File: src/rtl/toeplitz_colgen_pkg.sv
// Shared definitions for the Toeplitz column generator.
//   - Default row/column seeds, stored as BS-bit words (word 0 = least
//     significant bits), plus the same seeds flattened into vectors.
//   - t_elem(): reference helper returning matrix element T[i][j].
package toeplitz_colgen_pkg;

  localparam int DEF_BS    = 64;
  localparam int ROW_MAX   = 256;
  localparam int COL_MAX   = 128;
  localparam int ROW_WORDS = ROW_MAX / DEF_BS;
  localparam int COL_WORDS = COL_MAX / DEF_BS;

  // Bit 0 of row word 0 and bit 0 of column word 0 are both 1; they are the
  // same matrix element T[0][0].
  localparam logic [DEF_BS-1:0] ROW_SEED_WORDS [ROW_WORDS] = '{
    64'hA5C3_9E17_4B2D_F081,
    64'h3C6E_91D4_7A05_B2EF,
    64'hD1F2_0C8B_6E39_45A7,
    64'h5B8E_C4A1_2F73_9D61
  };

  localparam logic [DEF_BS-1:0] COL_SEED_WORDS [COL_WORDS] = '{
    64'h7E21_D39C_05AB_48F3,
    64'hC92F_6B14_E087_3D5A
  };

  localparam logic [ROW_MAX-1:0] DEF_ROW_SEED = {ROW_SEED_WORDS[3], ROW_SEED_WORDS[2],
                                                 ROW_SEED_WORDS[1], ROW_SEED_WORDS[0]};
  localparam logic [COL_MAX-1:0] DEF_COL_SEED = {COL_SEED_WORDS[1], COL_SEED_WORDS[0]};

  // T[i][j] = col[i-j] on/below the diagonal, row[j-i] above it.
  function automatic logic t_elem(input logic [ROW_MAX-1:0] row,
                                  input logic [COL_MAX-1:0] colv,
                                  input int i, input int j);
    logic [ROW_MAX-1:0] r_sh;
    logic [COL_MAX-1:0] c_sh;
    r_sh = row >> (j - i);
    c_sh = colv >> (i - j);
    return (i >= j) ? c_sh[0] : r_sh[0];
  endfunction

endpackage

File: src/rtl/toeplitz_colgen_readrc.sv
// Seed assembly: splits the row and column seeds into BS-bit words and
// reassembles them into the flat vectors used by the column generator.
// Purely combinational.
// Ports:
//   rrow0 [N-1:0]  output  first matrix row    (bit j = T[0][j])
//   col0  [L-1:0]  output  first matrix column (bit i = T[i][0])
module toeplitz_colgen_readrc #(
  parameter int             BS       = 64,
  parameter int             N        = 256,
  parameter int             L        = 128,
  parameter logic [N-1:0]   ROW_SEED = '0,
  parameter logic [L-1:0]   COL_SEED = '0
) (
  output logic [N-1:0] rrow0,
  output logic [L-1:0] col0
);

  logic [BS-1:0] row_words [N/BS];
  logic [BS-1:0] col_words [L/BS];

  genvar gi;
  generate
    for (gi = 0; gi < N/BS; gi++) begin : g_row
      assign row_words[gi]          = ROW_SEED[gi*BS +: BS];
      assign rrow0[gi*BS +: BS]     = row_words[gi];
    end
    for (gi = 0; gi < L/BS; gi++) begin : g_col
      assign col_words[gi]          = COL_SEED[gi*BS +: BS];
      assign col0[gi*BS +: BS]      = col_words[gi];
    end
  endgenerate

endmodule

File: src/rtl/toeplitz_colgen.sv
// Toeplitz matrix column generator. Presents WIDTH consecutive columns of an
// L x N Toeplitz matrix per cycle and advances by WIDTH columns on each
// enabled clock edge, wrapping after column N-1.
// Ports:
//   clk    input               rising-edge clock
//   reset  input               asynchronous active-high reset
//   en     input               advance the columns by WIDTH
//   col    output [WIDTH*L-1:0] lane k at [k*L +: L] = column c+k (registered)
//   last   output              high while lanes carry columns N-WIDTH..N-1
module toeplitz_colgen
  import toeplitz_colgen_pkg::*;
#(
  parameter int           BS       = 64,
  parameter int           N        = 256,
  parameter int           L        = 128,
  parameter int           WIDTH    = 2,
  parameter logic [N-1:0] ROW_SEED = N'(DEF_ROW_SEED),
  parameter logic [L-1:0] COL_SEED = L'(DEF_COL_SEED)
) (
  input  logic                 clk,
  input  logic                 reset,
  input  logic                 en,
  output logic [WIDTH*L-1:0]   col,
  output logic                 last
);

  localparam int CW = (N > 1) ? $clog2(N) : 1;
  localparam logic [CW-1:0] LAST_C = CW'(N - WIDTH);
  localparam logic [CW-1:0] STEP_C = CW'(WIDTH);

  // Parameter sanity, caught at elaboration.
  generate
    if (ROW_SEED[0] != COL_SEED[0]) begin : g_chk_seed
      $error("toeplitz_colgen: ROW_SEED[0] and COL_SEED[0] must match");
    end
    if ((N % BS) != 0 || (L % BS) != 0) begin : g_chk_bs
      $error("toeplitz_colgen: N and L must be multiples of BS");
    end
    if ((N % WIDTH) != 0 || N < 2) begin : g_chk_w
      $error("toeplitz_colgen: N must be a multiple of WIDTH and at least 2");
    end
  endgenerate

  logic [N-1:0] rrow0;
  logic [L-1:0] col0;

  toeplitz_colgen_readrc #(
    .BS       (BS),
    .N        (N),
    .L        (L),
    .ROW_SEED (ROW_SEED),
    .COL_SEED (COL_SEED)
  ) u_readrc (
    .rrow0 (rrow0),
    .col0  (col0)
  );

  logic [CW-1:0]        c_q, c_d;
  logic [WIDTH*L-1:0]   col_q, col_d;
  logic [WIDTH*L-1:0]   init_vec;   // columns 0..WIDTH-1
  logic [WIDTH*L-1:0]   step_vec;   // each lane advanced by WIDTH columns
  logic                 wrap;

  assign wrap = (c_q == LAST_C);

  genvar gi, gb;
  generate
    for (gi = 0; gi < WIDTH; gi++) begin : g_lane
      for (gb = 0; gb < L; gb++) begin : g_bit
        // Reload value: T[gb][gi].
        if (gb >= gi) begin : g_init_col
          assign init_vec[gi*L + gb] = col0[gb - gi];
        end else begin : g_init_row
          assign init_vec[gi*L + gb] = rrow0[gi - gb];
        end

        // Moving WIDTH columns right along a Toeplitz matrix is a downward
        // shift by WIDTH rows; the top WIDTH rows enter from the first row.
        if (gb >= WIDTH) begin : g_shift
          assign step_vec[gi*L + gb] = col_q[gi*L + gb - WIDTH];
        end else begin : g_enter
          logic [CW-1:0] idx;
          // Index wraps harmlessly on the wrap edge, where step_vec is unused.
          assign idx = c_q + CW'(gi + WIDTH - gb);
          assign step_vec[gi*L + gb] = rrow0[idx];
        end
      end
    end
  endgenerate

  always_comb begin
    c_d   = c_q + STEP_C;
    col_d = step_vec;
    if (wrap) begin
      c_d   = '0;
      col_d = init_vec;
    end
  end

  always_ff @(posedge clk or posedge reset) begin
    if (reset) begin
      c_q   <= '0;
      col_q <= init_vec;
    end else if (en) begin
      c_q   <= c_d;
      col_q <= col_d;
    end
  end

  assign col  = col_q;
  assign last = (c_q == LAST_C);

endmodule

File: config.mk
export PLATFORM = sky130hd
export DESIGN_NAME = toeplitz_colgen
export DESIGN_NICKNAME = d
export VERILOG_FILES = /design/src/rtl/toeplitz_colgen_pkg.sv /design/src/rtl/toeplitz_colgen_readrc.sv /design/src/rtl/toeplitz_colgen.sv
export SDC_FILE = /design/constraint.sdc
export NUM_CORES = 1
export LEC_CHECK = 0
export ABC_AREA = 1
export CAP_MARGIN = 20
export CORE_MARGIN = 2
export CORE_UTILIZATION = 35
export DETAILED_ROUTE_END_ITERATION = 6
export GPL_ROUTABILITY_DRIVEN = 0
export PLACE_DENSITY = 0.6
export SETUP_SLACK_MARGIN = 0.3
export SKIP_LAST_GASP = 1
export SLEW_MARGIN = 20
export SYNTH_ARGS = -nofsm -noshare
export SYNTH_HDL_FRONTEND = slang
export SYNTH_SLANG_ARGS = --single-unit
File: constraint.sdc
create_clock -name clk -period 7.01 [get_ports clk]
set_clock_uncertainty 0.1 [all_clocks]
set_input_delay 1.402 -clock clk [delete_from_list [all_inputs] [get_ports clk]]
set_output_delay 1.402 -clock clk [all_outputs]
set_load 0.05 [all_outputs]
# Word-level counts from Yosys, hierarchy flattened
# Memories as Yosys holds them, arrays and structs flattened.
# Cells that the tools add are included.
dict set report word_totals {
  n_memories 3
  word_cells 17
  ff_bits 264
  out_inout_bits 257
  in_bits 3
  mem_bits_ro 768
}
dict set report classes {
  addsub 3
  order_cmp 3
  eq_ne 1
  mux 5
}
# name words width read_ports rd_clocked_by_memory_dff wr line_no
set mem_list {}
lappend mem_list {{(no name shown)} 256 1 1 0 0 toeplitz_colgen.sv:85} ;# assign step_vec[gi*L + gb] = rrow0[idx];
lappend mem_list {{(no name shown)} 256 1 1 0 0 toeplitz_colgen.sv:85}
lappend mem_list {{(no name shown)} 256 1 1 0 0 toeplitz_colgen.sv:85}
# op n
set op_table {}
lappend op_table {{$mux 256} 1}
lappend op_table {{$lt 8x9->1 const B} 3}
lappend op_table {{$add 8x2->8 const B} 2}
lappend op_table {{$add 8x1->8 const B} 1}
lappend op_table {{$eq 8x8->1 const B} 1}
lappend op_table {{$mux 8} 1}
lappend op_table {{$mux 1} 3}

# Depth between registers and ports, before layout
# Gate-level depths: netlist (run 1).
dict set report logic_depth {
  ltp_word 4
  ltp_mapped 15
  depth_no_buf 14
}

# Worst setup path after synthesis (run 1)
# No wires, ideal clock.
dict set report synth_timing {
  kind {flip-flop to output port}
  start {register c_q[1]}
  end {output last}
  t_arrival_ns 1.595
  n_path_buf 1
  required_time_ns 5.508
  path_slack_ns 3.913
  stages_incl_launch_ff 8
  path_cell_list {dfrtp_1 buf_2 nand2_2 inv_2 nand2_2 inv_2 nand2_2 nor2_1}
}
dict set report synth_via {
  elab_chain_cells 1
}
# item line_no
set synth_lines {}
lappend synth_lines {{start, declared} toeplitz_colgen.sv:58} ;# logic [CW-1:0] c_q, c_d;
lappend synth_lines {{start signal, assigned} toeplitz_colgen.sv:102} ;# c_q <= '0;
lappend synth_lines {{start signal, assigned} toeplitz_colgen.sv:105} ;# c_q <= c_d;
lappend synth_lines {{$eq 8x8->1} toeplitz_colgen.sv:111} ;# assign last = (c_q == LAST_C);
lappend synth_lines {{end, declared} toeplitz_colgen.sv:24} ;# output logic last
# No other way between the ends.

# Worst setup path after layout (run 1)
dict set report layout_timing {
  start {register c_q[2]}
  end {output last}
}
# The elaborated chain is that of the path after synthesis.

==> qor.yml, run 1 <==
routing:
  initialDrtViolationCount: 504
  finalWirelength_um: 25470
  route.antenna.remaining_nets: 0
  dr_total_vias: 7263
  wire_per_inst_um: 17.24
  drt_drc_violations_left: 0
  drt_pass1_iterations: 6
  post_drt_via_cell_ratio: 4.917
logic_synthesis:
  synth_seq_cells: 199
  seq_area_frac_synth_pct: 53.66
  synth.distinct_cells: 27
  postSynthCellCount: 956
  synth_edf_count: 0
  synth_async_sr_flop_share_pct: 100.0
  synth-warning-count: 0
  synthTopCellsByArea: "dfrtp_1 27%, dfstp_2 26%, inv_1 8.3%"
  area_of_the_mapped_netlist_mm2: 0.009502
  post-synth-top-area-cell: "dfrtp_1"
  synth-main-ff-cell: "dfrtp_1"
  netlist.area_leader.share_pct: 27.39
  synthesis.nets: 972
  synth_area_per_cell_um2: 9.939
floorplan:
  die_y_um: 168.8
  floorplan.die_area_mm2: 0.02848
  floorplan.initialDensity_pct: 35.45
  chipWidth_um: 168.8
  floorplan.io_pins: 260
  placeableCoreArea_mm2: 0.02680
  row_count: 60
clocking:
  cts_tree: "yes"
  cts-buffers-inserted: 17
  cts_resized: 0
  post-cts-setup-buffers: 0
  clock-root-buffer: "clkbuf_16"
  cts_buffer_depth: 2
  htree_levels: 4
  clock_sinks: 199
  clk_latency_ns: 0.44
  clkSlewWorstSetupHoldPaths_ns: 0.09
  ctsHoldBuffers: 0
pwr:
  cellPowerDensity_mw_per_mm2: 419.2
  peak_vdd_ir_mv: 0.2303
  p_total_mw: 5.208
  p_leak_nw: 5.713
layout:
  area.growth.synth_to_final_pct: 30.76
  filler_cell_count: 2544
  design.final.nets: 1139
  postLayoutCellArea_mm2: 0.01242
  share_of_post_route_cells_with_drive_strength_above_1_pct: 18.84
  antenna_cells_inserted: 0
place:
  detailed_place_hpwl_um: 17030
  detailed_place.area_mm2: 0.01178
  port_buffers: 259
critical_path:
  critPathRequiredTime_ns: 5.51
  path_max_fanout: 11
  type_of_origin_of_the_critical_path: "flip-flop"
  worstSetupEndpointType: "output pin"
  critical_path_class: "flip-flop to output pin"
  cp.arrival_ns: 2.49
status:
  outcome: "complete, no violations"
global_routing:
  first_global_vias: 7220
  globalRouteMet3Util_pct: 3.951
  grt_util_all_layers_pct: 17.81
  grt_start_max_net_pins: 102
  globalRoute.busiestLayer: "met2"
  grt_pass1_wl_um: 40430
  antenna_found_initial: 0
  met2_capacity_usage_during_global_routing_pct: 28.28
  overflow: 0
  use_met1_pct: 24.73
timing:
  final_max_slew_viol_count: 0
  timing.setup.tns_ns: 0
  timing.final.setup_violations: 0
  finalWorstPathRequiredPeriod_ns: 3.996
  maxClockFrequency_mhz: 250.2
  tcrit_tclk_final_pct: 57.01
  max_slew_margin_pct: 39.95
  final_report_hold_violation_count: 0
  setup_repair_after_global_routing_missed_its_margin: "no"
  max_slew.worst_pin.slew_ns: 0.9007
min_path:
  min_path_type: "flip-flop to flip-flop"
job:
  maxCapViolations: 0
-- placed cells by master (no fill, tap or decap), types with 6 or more instances in the layout --
master / instances
clkdlybuf4s50_1: 258
clkinv_8: 8
a22oi_2: 60
dfstp_2: 95
clkbuf_16: 17
nand2_2: 7
o21ai_0: 12
dfrtp_1: 104
nand2_1: 94
inv_1: 209
a22oi_1: 30
nor2_1: 17
nand3_1: 57
a21oi_1: 7
buf_4: 8
o22ai_1: 99
o211ai_1: 6
inv_2: 6
ha_1: 13
-- path summary, 6_finish.rpt --
check                      startpoint  endpoint  slack [ns]  depth (start not counted)
max reg2reg                    c_q[1]  col[129]        4.15                         14
min                           col[59]   col[61]        0.39                          2
max in group asynchronous       reset  col[174]        4.01                          3
min reg2reg                   col[59]   col[61]        0.39                          2
max                            c_q[2]      last        3.01                          7
min in group asynchronous       reset  col[111]        1.39                          2
-- metal layers --
layer	vias up	wire [um]
li1	3411	-
met1	3596	11800
met2	238	11890
met3	18	1485
met4	0	291
met5	-	0
-- cell families (layout without fill, tap and decap cells) --
| group | Yosys count | in the layout | synth area share [%] |
|---|---|---|---|
| adders and majority gates | 13 | 13 | 1.712 |
| AOI/OAI and AO/OA | 222 | 222 | 18.78 |
| xor gates and xnor gates | 3 | 3 | 0.2766 |
| and+or+nand+nor | 181 | 181 | 8.296 |
| DFF | 199 | 199 | 53.66 |
| buffers and inverters | 338 | 518 | 17.28 |
-- critical path, cell delays in order, from the launching register on --
cell,delay [ns]
dfrtp_1,0.60
nand2_2,0.19
inv_2,0.11
nand2_2,0.09
inv_2,0.07
nand2_2,0.08
nor2_1,0.09
clkdlybuf4s50_1,0.82
-- flip-flops by register name (all words and copies together) (netlist names) --
name and flops:
c_q 7, col 192
-- power by group --
| part | switching [mW] | leakage [nW] | total, mW | internal, mW |
|---|---|---|---|---|
| registers | 0.175 | 2.26 | 1.59 | 1.42 |
| logic | 1.78 | 3.14 | 2.58 | 0.797 |
| clock network | 0.503 | 0.310 | 1.03 | 0.531 |
-- cell type report --
class	instances	area, um2	share of cell area [%]
clock buffers	18	439.2	3.535
multi-input cells	419	2769	22.29
repair buffers	267	2654	21.36
flip-flops and latches	199	5099	41.04
well taps	341	426.7	3.434
clock inverters	14	206.4	1.662
inverters	219	830.8	6.687
-- synthesized netlist by cell type, types with 5 or more instances --
| master | count |
|---|---|
| inv_1 | 210 |
| dfrtp_1 | 104 |
| o22ai_1 | 99 |
| dfstp_2 | 95 |
| nand2_1 | 94 |
| buf_4 | 75 |
| a22oi_2 | 60 |
| nand3_1 | 57 |
| a22oi_1 | 30 |
| clkbuf_1 | 26 |
| nor2_1 | 17 |
| ha_1 | 13 |
| o21ai_0 | 12 |
| buf_6 | 11 |
| inv_2 | 8 |
| a21oi_1 | 7 |
| buf_2 | 7 |
| nand2_2 | 7 |
| o211ai_1 | 6 |
| nand4_1 | 5 |
| o21ai_1 | 5 |
-- stage by stage --
step / setup slack (ns) / hold WS [ns] / utilization [%] / instances
3_5_place_dp: 3.234 / 0.3843 / 43.94 / 1445
5_1_grt: 2.878 / 0.4192 / 46.36 / 1477
6_report: 3.014 / 0.3882 / 46.36 / 1477
2_1_floorplan: 3.011 / 0.3963 / - / 956
3_3_place_gp: 3.266 / 0.3770 / 43.94 / 1445
4_1_cts: 2.998 / 0.3912 / 46.34 / 1477
Power figures use the tool's default switching activity.
==> inputs of run 2 (changes only) <==
==> constraint.sdc (replaced) <==
create_clock -name clk -period 3.4 [get_ports clk]
set_clock_uncertainty 0.1 [all_clocks]
set_input_delay 0.68 -clock clk [delete_from_list [all_inputs] [get_ports clk]]
set_output_delay 0.68 -clock clk [all_outputs]
set_load 0.05 [all_outputs]
==> run 2 against run 1 <==
Final cell count is 0.47% higher. Wire length about the same. Global-route usage rose by 0.36 points. Combinational power increased by 110%. Sequential power is 110% higher. Non-clock buffer count increased by 7. Clock-buffer cell count shrank 1. Flip-flop and latch count stayed put. Critical path type unchanged. Critical endpoint unchanged.
==> qor.yml, run 2 (same netlist as run 1, synthesis figures left out) <==
status:
  outcome: "complete, no violations"
layout:
  area.growth.synth_to_final_pct: 32.26
  finish.utilization_pct: 46.89  # +0.53 points
  mostFrequentLayoutCell: "clkdlybuf4s50_1"
  filler_cell_count: 2535  # -0.35%
  antenna_cells_inserted: 0  # unchanged
  share_of_post_route_cells_with_drive_strength_above_1_pct: 19.42  # +0.58 points
  design.final.nets: 1146  # +0.61%
  flip_flop_count_of_the_largest_register_all_copies_and_words_added: 192  # unchanged
  most-common-layout-cells: "257 x clkdlybuf4s50_1, 209 x inv_1, 104 x dfrtp_1"
timing:
  finalWorstPathRequiredPeriod_ns: 2.857
  final_report_hold_violation_count: 0  # unchanged
  setup_repair_after_global_routing_missed_its_margin: "no"
  final_max_slew_viol_count: 0  # unchanged
  max_slew_margin_pct: 49.27  # +9.3 points
  timing.setup.tns_ns: 0  # unchanged
  max_slew.worst_pin.slew_ns: 0.7610  # -0.1397 ns
  tcrit_tclk_final_pct: 84.02
  timing.final.setup_violations: 0  # unchanged
  maxClockFrequency_mhz: 350.1
routing:
  finalWirelength_um: 25480  # about the same
  post_drt_via_cell_ratio: 4.928  # +0.21%
  dr_total_vias: 7313  # +0.69%
  drt_pass1_iterations: 5  # -1
  drt_drc_violations_left: 0  # unchanged
  wire_per_inst_um: 17.17  # -0.44%
  route.antenna.remaining_nets: 0  # unchanged
  initialDrtViolationCount: 499  # -0.99%
min_path:
  hold_path.startpoint: "col[1]"
  min_path_type: "flip-flop to flip-flop"
critical_path:
  critPathRequiredTime_ns: 2.62  # -2.89 ns
  timing.critical_path.slowest_stage_cell: "dfrtp_1"
  crit_path_cell_trace: "buf_4 -> nand2_2 -> inv_2 -> nand2_2 -> inv_2 -> nand2_2 -> nor2_1 -> buf_4"
  type_of_origin_of_the_critical_path: "flip-flop"
  path_max_fanout: 16  # +5
  critical_path.most_common_cell: "nand2_2"
  critical_path_class: "flip-flop to output pin"
  crit_path_start: "c_q[1]"
  r2r-start: "c_q[1]"
  cpPeakStageDelay_ns: 0.54  # -0.28 ns
  cp.arrival_ns: 2.08  # -0.41 ns
  worstSetupEndpointType: "output pin"
floorplan:
  floorplan.initialDensity_pct: 35.45  # unchanged
  floorplan.die_area_mm2: 0.02848  # unchanged
  die_y_um: 168.8  # unchanged
  floorplan.io_pins: 260  # unchanged
  row_count: 60  # unchanged
  chipWidth_um: 168.8  # unchanged
  placeableCoreArea_mm2: 0.02680  # unchanged
clocking:
  htree_levels: 4  # unchanged
  clock_sinks: 199  # unchanged
  cts-buffers-inserted: 17  # unchanged
  ctsHoldBuffers: 0  # unchanged
  cts_tree: "yes"
  clk_latency_ns: 0.44  # about the same
  clkSlewWorstSetupHoldPaths_ns: 0.08  # about the same
  clock-root-buffer: "clkbuf_16"
  cts_resized: 0  # unchanged
  cts_buffer_depth: 2  # unchanged
  post-cts-setup-buffers: 0  # unchanged
pwr:
  cellPowerDensity_mw_per_mm2: 861.2  # +110%
  p_total_mw: 10.82  # +110%
  p_leak_nw: 5.787  # +1.3%
  peak_vdd_ir_mv: 0.4398  # +91%
place:
  port_buffers: 259  # unchanged
  detailed_place_hpwl_um: 17490  # +2.7%
global_routing:
  grt_util_all_layers_pct: 18.17  # +0.36 points
  first_global_vias: 7322  # +1.4%
  antenna_found_initial: 0  # unchanged
  grt_pass1_wl_um: 41100  # +1.6%
  grt_start_max_net_pins: 78  # -24%
  overflow: 0  # unchanged
job:
  maxCapViolations: 0  # unchanged
## run 2: changes by cell type in the layout (fill, tap and decap cells not counted), moves of 2 or more
cell,previous run,this run
buf_12,0,7
clkinv_8,8,5
inv_8,1,5
inv_6,4,1
buf_4,8,10
inv_12,0,2
## run 2: area by class of cell
| cell class | instances | area [um2] | share of cell area (%) |
|---|---|---|---|
| clock buffers | 17 | 425.4 | 3.385 |
| multi-input cells | 419 | 2769 | 22.03 |
| well taps | 341 | 426.7 | 3.395 |
| clock inverters | 15 | 229.0 | 1.822 |
| flip-flops and latches | 199 | 5099 | 40.57 |
| repair buffers | 274 | 2788 | 22.18 |
| inverters | 219 | 830.8 | 6.611 |
## run 2: final timing paths
path                            endpoint  slack [ns]  cells after the start
worst max-delay path                last        0.54                      8
worst max register to register  col[216]        0.93                     10
worst min register to register    col[1]        0.39                      2
max in group asynchronous        col[53]        1.88                      3
worst min-delay path              col[1]        0.39                      2
min in group asynchronous       col[207]        0.59                      2
## run 2: stage by stage
stage	worst slack [ns]	cell area [um2]	instances	hold slack (ns)
finish	0.5434	12570	1484	0.3877
global route	0.3395	12570	1484	0.4160
CTS	0.4900	12570	1484	0.3945
detailed placement	0.9434	11910	1452	0.3825
global placement	1.013	11910	1452	0.3773
floorplan	0.1232	9505	956	0.3963
## run 2: report_power, final
group | internal (mW) | total [mW] | leakage (nW) | switching (mW)
registers | 2.92 | 3.28 | 2.26 | 0.361
clock network | 1.10 | 2.20 | 0.317 | 1.10
logic | 1.66 | 5.33 | 3.21 | 3.67
## run 2: layer usage
layer  vias up  global-route usage, %  wire [um]
met5         -                      0          0
met4         0                  5.360        411
met3        24                  4.232       1624
met2       270                  28.47      11680
met1      3604                  25.18      11760
li1       3415                      -          -
## run 2: worst max-delay path: cells and delay by family (launching register included)
family | cells | cell delay (ns)
and+or+nand+nor | 4 | 0.42
buffers and inverters | 4 | 0.67
DFF | 1 | 0.54
